**src/rtl/uart_pkg.sv**
```systemverilog
// Shared UART definitions: frame state encoding and default line parameters,
// used by both the transmit and receive paths.
package uart_pkg;

    typedef enum logic [2:0] {
        IDLE,
        START,
        DATA,
        PARITY,
        STOP
    } uart_state_e;

    localparam int DEFAULT_CLKS_PER_BIT = 16;
    localparam int DEFAULT_DATA_BITS    = 8;

endpackage

```
**src/rtl/uart_baud_tick.sv**
```systemverilog
// Bit-period counter: counts 0..CLKS_PER_BIT-1 while enabled and flags the
// last cycle of each bit period.
module uart_baud_tick
    import uart_pkg::*;
#(
    parameter int CLKS_PER_BIT = DEFAULT_CLKS_PER_BIT
) (
    input  logic clk,
    input  logic rst_n,
    input  logic clear,
    input  logic enable,
    output logic bit_end
);

    localparam int               CNT_W = $clog2(CLKS_PER_BIT);
    localparam logic [CNT_W-1:0] LAST  = CNT_W'(CLKS_PER_BIT - 1);

    logic [CNT_W-1:0] cnt_q;
    logic [CNT_W-1:0] cnt_d;

    // Clear wins over counting so every state entry starts a fresh period.
    always_comb begin
        cnt_d = cnt_q;
        if (clear) begin
            cnt_d = '0;
        end else if (enable) begin
            cnt_d = (cnt_q == LAST) ? '0 : cnt_q + 1'b1;
        end
    end

    always_ff @(posedge clk or negedge rst_n) begin
        if (!rst_n) begin
            cnt_q <= '0;
        end else begin
            cnt_q <= cnt_d;
        end
    end

    assign bit_end = enable && (cnt_q == LAST);

endmodule

```
**src/rtl/uart_tx.sv**
```systemverilog
// UART transmitter: start bit, LSB-first data, optional even parity, one stop
// bit. The serial line is driven straight from a flop.
module uart_tx
    import uart_pkg::*;
#(
    parameter int CLKS_PER_BIT = DEFAULT_CLKS_PER_BIT,
    parameter int DATA_BITS    = DEFAULT_DATA_BITS,
    parameter bit PARITY_EN    = 1'b0
) (
    input  logic                 clk,
    input  logic                 rst_n,
    input  logic [DATA_BITS-1:0] tx_data,
    input  logic                 tx_valid,
    output logic                 tx_ready,
    output logic                 TX_out,
    output logic                 tx_busy,
    output logic                 tx_done
);

    localparam int               IDX_W    = $clog2(DATA_BITS);
    localparam logic [IDX_W-1:0] LAST_IDX = IDX_W'(DATA_BITS - 1);

    uart_state_e          state_q;
    uart_state_e          state_d;
    logic [DATA_BITS-1:0] shift_q;
    logic [DATA_BITS-1:0] shift_d;
    logic [IDX_W-1:0]     bit_idx_q;
    logic [IDX_W-1:0]     bit_idx_d;
    logic                 parity_q;
    logic                 parity_d;
    logic                 tx_out_q;
    logic                 tx_out_d;
    logic                 accept;
    logic                 baud_clear;
    logic                 baud_en;
    logic                 bit_end;

    assign accept     = tx_valid && (state_q == IDLE);
    assign baud_clear = (state_d != state_q);
    assign baud_en    = (state_q != IDLE);

    uart_baud_tick #(
        .CLKS_PER_BIT(CLKS_PER_BIT)
    ) u_baud_tick (
        .clk     (clk),
        .rst_n   (rst_n),
        .clear   (baud_clear),
        .enable  (baud_en),
        .bit_end (bit_end)
    );

    always_ff @(posedge clk or negedge rst_n) begin
        if (!rst_n) begin
            state_q <= IDLE;
        end else begin
            state_q <= state_d;
        end
    end

    always_comb begin
        state_d = state_q;
        unique case (state_q)
            IDLE:    if (accept) state_d = START;
            START:   if (bit_end) state_d = DATA;
            DATA:    if (bit_end && (bit_idx_q == LAST_IDX)) state_d = PARITY_EN ? PARITY : STOP;
            PARITY:  if (bit_end) state_d = STOP;
            STOP:    if (bit_end) state_d = IDLE;
            default: state_d = IDLE;
        endcase
    end

    // Index idles at zero outside DATA, so it is already clear on DATA entry.
    always_comb begin
        shift_d   = shift_q;
        bit_idx_d = bit_idx_q;
        parity_d  = parity_q;
        if (accept) begin
            shift_d  = tx_data;
            parity_d = ^tx_data;
        end
        if (state_q != DATA) begin
            bit_idx_d = '0;
        end else if (bit_end) begin
            shift_d   = shift_q >> 1;
            bit_idx_d = bit_idx_q + 1'b1;
        end
    end

    always_ff @(posedge clk or negedge rst_n) begin
        if (!rst_n) begin
            shift_q   <= '0;
            bit_idx_q <= '0;
            parity_q  <= 1'b0;
            tx_out_q  <= 1'b1;
        end else begin
            shift_q   <= shift_d;
            bit_idx_q <= bit_idx_d;
            parity_q  <= parity_d;
            tx_out_q  <= tx_out_d;
        end
    end

    // Line level is computed from the upcoming state so the flop holds the
    // current bit for the whole period.
    always_comb begin
        tx_out_d = 1'b1;
        case (state_d)
            START:   tx_out_d = 1'b0;
            DATA:    tx_out_d = shift_d[0];
            PARITY:  tx_out_d = parity_d;
            default: tx_out_d = 1'b1;
        endcase
        tx_ready = (state_q == IDLE);
        tx_busy  = (state_q != IDLE);
        tx_done  = (state_q == STOP) && bit_end;
    end

    assign TX_out = tx_out_q;

endmodule

```
**config.mk**
```make
export PLATFORM = sky130hd
export DESIGN_NAME = uart_tx
export DESIGN_NICKNAME = d
export VERILOG_FILES = /design/src/rtl/uart_pkg.sv /design/src/rtl/uart_baud_tick.sv /design/src/rtl/uart_tx.sv
export SDC_FILE = /design/constraint.sdc
export NUM_CORES = 1
export LEC_CHECK = 0
export CORE_MARGIN = 4
export CORE_UTILIZATION = 48
export CTS_CLUSTER_DIAMETER = 100
export DETAILED_ROUTE_END_ITERATION = 7
export PLACE_DENSITY_LB_ADDON = 0.1
export SLEW_MARGIN = 20
export SYNTH_ARGS = -nofsm -noshare
export SYNTH_HDL_FRONTEND = slang
export SYNTH_SLANG_ARGS = --single-unit
```
**constraint.sdc**
```tcl
create_clock -name clk -period 2.4 [get_ports clk]
set_input_delay 0.72 -clock clk [delete_from_list [all_inputs] [get_ports clk]]
set_output_delay 0.72 -clock clk [all_outputs]
set_load 0.03 [all_outputs]
```
-- Word-level counts from Yosys, hierarchy flattened
Cells that the tools add are included.
- memory bits (read-only): 0
- memory bits (writable): 0
- register bits: 20
- logic and storage cells: 44
- output and inout bits: 4
- latch bits: 0
- memories: 0
- eq/ne operators: 11
- shift-type cells: 0
- muxes and demuxes: 16
- divide/modulo/power cells: 0
- $lt $le $gt $ge: 0
- reductions and logical operators: 9
- multipliers: 0
- $add $sub $neg: 2
- bitwise gates (word level): 0
- operator list (cell ; count):
    2-to-1 mux 8 bit ; 3
    2-to-1 mux 3 bit ; 7
    case mux 3 bit (5 select lines) ; 1
    equality test 3 x 2 -> 1 bit (second input constant) ; 4
    2-to-1 mux 4 bit ; 3
    parity 8 bit ; 1
    equality test 3 x 1 -> 1 bit (second input constant) ; 2
    equality test 3 bit (second input constant) ; 2
    adder 4 x 1 -> 4 bit (second input constant) ; 1
    equality test 4 bit (second input constant) ; 1
    logical AND 1 bit ; 4
    nonzero test 2 bit ; 2
    adder 3 x 1 -> 3 bit (second input constant) ; 1
    logical NOT 3 bit ; 1
    inequality test 3 x 2 -> 1 bit (second input constant) ; 1
    inequality test 3 bit ; 1
    case mux 1 bit (3 select lines) ; 1
    nonzero test 3 bit ; 1
    2-to-1 mux 1 bit ; 1

-- Depth between registers and ports, before layout
- word-level depth: 7
- mapped depth: 7
- depth with buffers taken out: 6

-- Modules after synthesis
A second synthesis with hierarchy kept.
- cells, all modules: 105
- area, all modules: 1076.0 sq um
- by module, submodules not included (module ; instances ; area an instance (sq um) ; cells an instance ; seq. area each (sq um)):
    uart_tx ; 1 ; 874.6 ; 84 ; 401.6
    uart_baud_tick ; 1 ; 201.4 ; 21 ; 100.1

-- Worst setup path after synthesis
No wires, ideal clock.
- kind: flip-flop to output port
- start point: reg state_q[2]
- end point: out tx_busy
- data arrival time: 1.866 ns
- setup slack: -0.186 ns
- path buffers: 1
- stages on the path, launching flop included: 4
- cells stage by stage: dfrtp_1 > buf_2 > nor3_1 > inv_1
- longest elaborated chain between the ends: 1
- ends and longest elaborated chain (what ; RTL line ; text):
    from (decl) ; uart_tx.sv:23 ; uart_state_e state_q;
    from (signal assigned) ; uart_tx.sv:56 ; state_q <= state_d;
    nonzero test 3 bit ; uart_tx.sv:114 ; tx_busy = (state_q != IDLE);
    to (decl) ; uart_tx.sv:16 ; output logic tx_busy,
No other way between the ends.

-- Worst setup path after layout
- start point: reg u_baud_tick.cnt_q[0]
- end point: out tx_done
- longest elaborated chain between the ends: 3
- ends and longest elaborated chain (what ; RTL line ; text):
    from (decl) ; uart_baud_tick.sv:18 ; logic [CNT_W-1:0] cnt_q;
    from (signal assigned) ; uart_baud_tick.sv:35 ; cnt_q <= cnt_d;
    equality test 4 bit ; uart_baud_tick.sv:39 ; assign bit_end = enable && (cnt_q == LAST);
    logical AND 1 bit ; uart_baud_tick.sv:39 ;
    logical AND 1 bit ; uart_tx.sv:115 ; tx_done = (state_q == STOP) && bit_end;
    to (decl) ; uart_tx.sv:17 ; output logic tx_done
No other way between the ends.

==> metrics.txt <==
status finished, final reports clean; row cnt 16; die area roughly 3100 um^2; ys flop type dfrtp_1; Critical path origin u_baud_tick.cnt_q[0]; share of cells above drive strength 1 0.137; final hold vios 0; total gr overflow 0; Area Overhead vs Synth 19.8%; reg-to-reg critical path startpoint bit_idx_q[0]; sw frac 0.379; Max Fclk roughly 450 MHz; htree depth 1; worst skew pair latency 0.30 ns; Num CTS Buffers 3; Internal Power 0.000807 W; Max FO, Critical Path 4; startpoint types flip-flop; hold_sp shift_q[2]; routed len/inst 13.1 um; slew of the pin with the lowest slew margin 0.536 ns; Pre-antenna DRT Iters 4; Final Max Slew Viols 0; min Tclk post-route 2.23 ns; Starting DRT DRC Count 23; Post-synth ARST share 1.00; post-DP HPWL 1550 um; largest cells by area after synthesis dfrtp_1, mux2i_1, xnor2_1; Cell variety after synth 33; Yosys reg bits 20; register area share after synthesis 0.460; kind of critical path flip-flop to output port; Clock Skews about 0.0066 ns; Worst Path Arrival 1.51 ns; Leak 0.531 nW; Max transition margin 0.639; IO buf count 14; vias in the first global route a little over 800; syn nets 126; PD cells between 900 and 1000 nW/um^2; required time of the critical path roughly 1.7 ns; Setup Buffers After CTS 0; first-pass GRT wire length 3660 um; unrepaired setup endpoints after global routing false; Gate power share 0.437; post-route ant nets 0; GPL Wtd Cong approximately 0.85; max-cap violations 0; cell taking the most area after synthesis dfrtp_1; Clk pwr share 0.128; Placed Area roughly 1300 um^2; initial antenna violation count 0; net switching power 0.000493 W; diode count 0; effective utilization at floorplan 0.529; largest net degree at the start of global routing 14; drt total wl 2070 um; final period utilization 0.930; Worst-path clk slew 0.11 ns; Max clock buf depth 2; design area 1310 um^2; EDFF count, synth 0; DRC Markers 0; die height 55.7 um; Peak VDD IR ~630 uV; CTS Sinks 20; area share of the largest cell type after synthesis 0.436; Synth Cell Area 1090 um^2; Final setup viols 0; cells after synthesis 112; TNS Setup 0 ns; Total GRT Usage 0.148; Reg power frac 0.436; vias per std cell roughly 5.2; nets approximately 150; CTS tree done; Die Width 55.7 um; I/O pins 15; vias 818; Ys Warns 0; hold buffers post-CTS 0; Placeable Area 2060 um^2; Hold/Removal Path Class flip-flop to flip-flop; Root Buffer clkbuf_4; Mean Syn Cell Area approximately 9.7 um^2; CP endpoint kind output port
metrics by stage:
stage	hold WS, ns	total power, W	cells	setup slack, ns	utilization
floorplan	0.424	0.000991	112	0.254	-
global placement	0.462	0.00113	154	0.210	0.623
detailed placement	0.469	0.00115	154	0.191	0.623
CTS	0.496	0.00130	158	0.168	0.634
global route	0.535	0.00141	158	0.0660	0.634
finish	0.497	0.00130	158	0.169	0.634
cell usage after synthesis, drive strengths merged, types with 3 or more instances:
| cell | n |
|---|---|
| dfrtp | 19 |
| nor3 | 3 |
| ha | 3 |
| a21oi | 8 |
| xnor2 | 8 |
| nor2 | 10 |
| inv | 3 |
| nand3 | 3 |
| buf | 7 |
| mux2i | 8 |
| o21ai | 7 |
| nand2 | 15 |
registers in the layout, summed over array words and instances (netlist names):
signal	flops
bit_idx_q	3
parity_q	1
shift_q	8
u_baud_tick.cnt_q	4
state_q	3
TX_out	1
power by group through the flow:
| stage | Clock (W) | Combinational [W] | Sequential (W) |
|---|---|---|---|
| 6_report | 0.000166 | 0.000568 | 0.000567 |
| 5_1_grt | 0.000193 | 0.000634 | 0.000583 |
| 4_1_cts | 0.000171 | 0.000567 | 0.000565 |
| 3_5_place_dp | 0 | 0.000575 | 0.000571 |
| 3_3_place_gp | 0 | 0.000561 | 0.000569 |
| 2_1_floorplan | 0 | 0.000426 | 0.000566 |
worst paths after layout:
check,to,slack (ns),depth (start not counted)
max,tx_done,0.17,4
min,shift_q[1],0.50,2
max reg2reg,TX_out,0.60,6
min reg2reg,shift_q[1],0.50,2
max in group asynchronous,shift_q[3],1.22,2
min in group asynchronous,state_q[1],0.68,1
placed cells by master (no fill, tap or decap), drive strengths merged, types with 2 or more instances in the layout:
master	count
ha	3
clkbuf	4
xnor2	8
a21oi	8
buf	9
clkdlybuf4s50	11
inv	3
and3	2
nor2	10
nor4b	2
mux2i	8
dlygate4sd2	2
nand3	3
nor3	3
dfrtp	19
o21ai	7
nand2	15
logic make-up after synthesis:
logic type                 after synthesis  synth area share
adders and majority gates                3            0.0344
AOI/OAI and AO/OA                       22             0.123
buffers and inverters                   10            0.0505
and+or+nand+nor                         39             0.177
xor gates and xnor gates                 9            0.0723
DFF                                     20             0.460
muxes                                    9            0.0837
area by class of cell:
class / instances / area (um^2)
Clock buffer: 4 / 26.3
Fill cell: 175 / 754
Inverter: 3 / 11.3
Multi-Input combinational cell: 82 / 539
Sequential cell: 20 / 502
Tap cell: 27 / 33.8
Timing Repair Buffer: 22 / 195
layer usage:
layer | vias to the layer above | track usage | wire (um)
li1 | 425 | - | -
met5 | - | 0 | 0
met1 | 375 | 0.202 | 1050
met2 | 12 | 0.213 | 890
met3 | 6 | 0.0348 | 77
met4 | 0 | 0.0833 | 48
worst max-delay path, cell delays in order, from the launching register on:
cell	delay [ns]
dfrtp_1	0.42
ha_1	0.25
and3_1	0.20
and3_1	0.17
buf_4	0.16
timing repair:
| action | 4_1_cts | 5_1_grt |
|---|---|---|
| hold endpoints to repair | 0 | 0 |
| gates resized for setup | 2 | 0 |
| setup endpoints to repair | 2 | 0 |
Note: power is estimated with default switching activity, not from simulation.
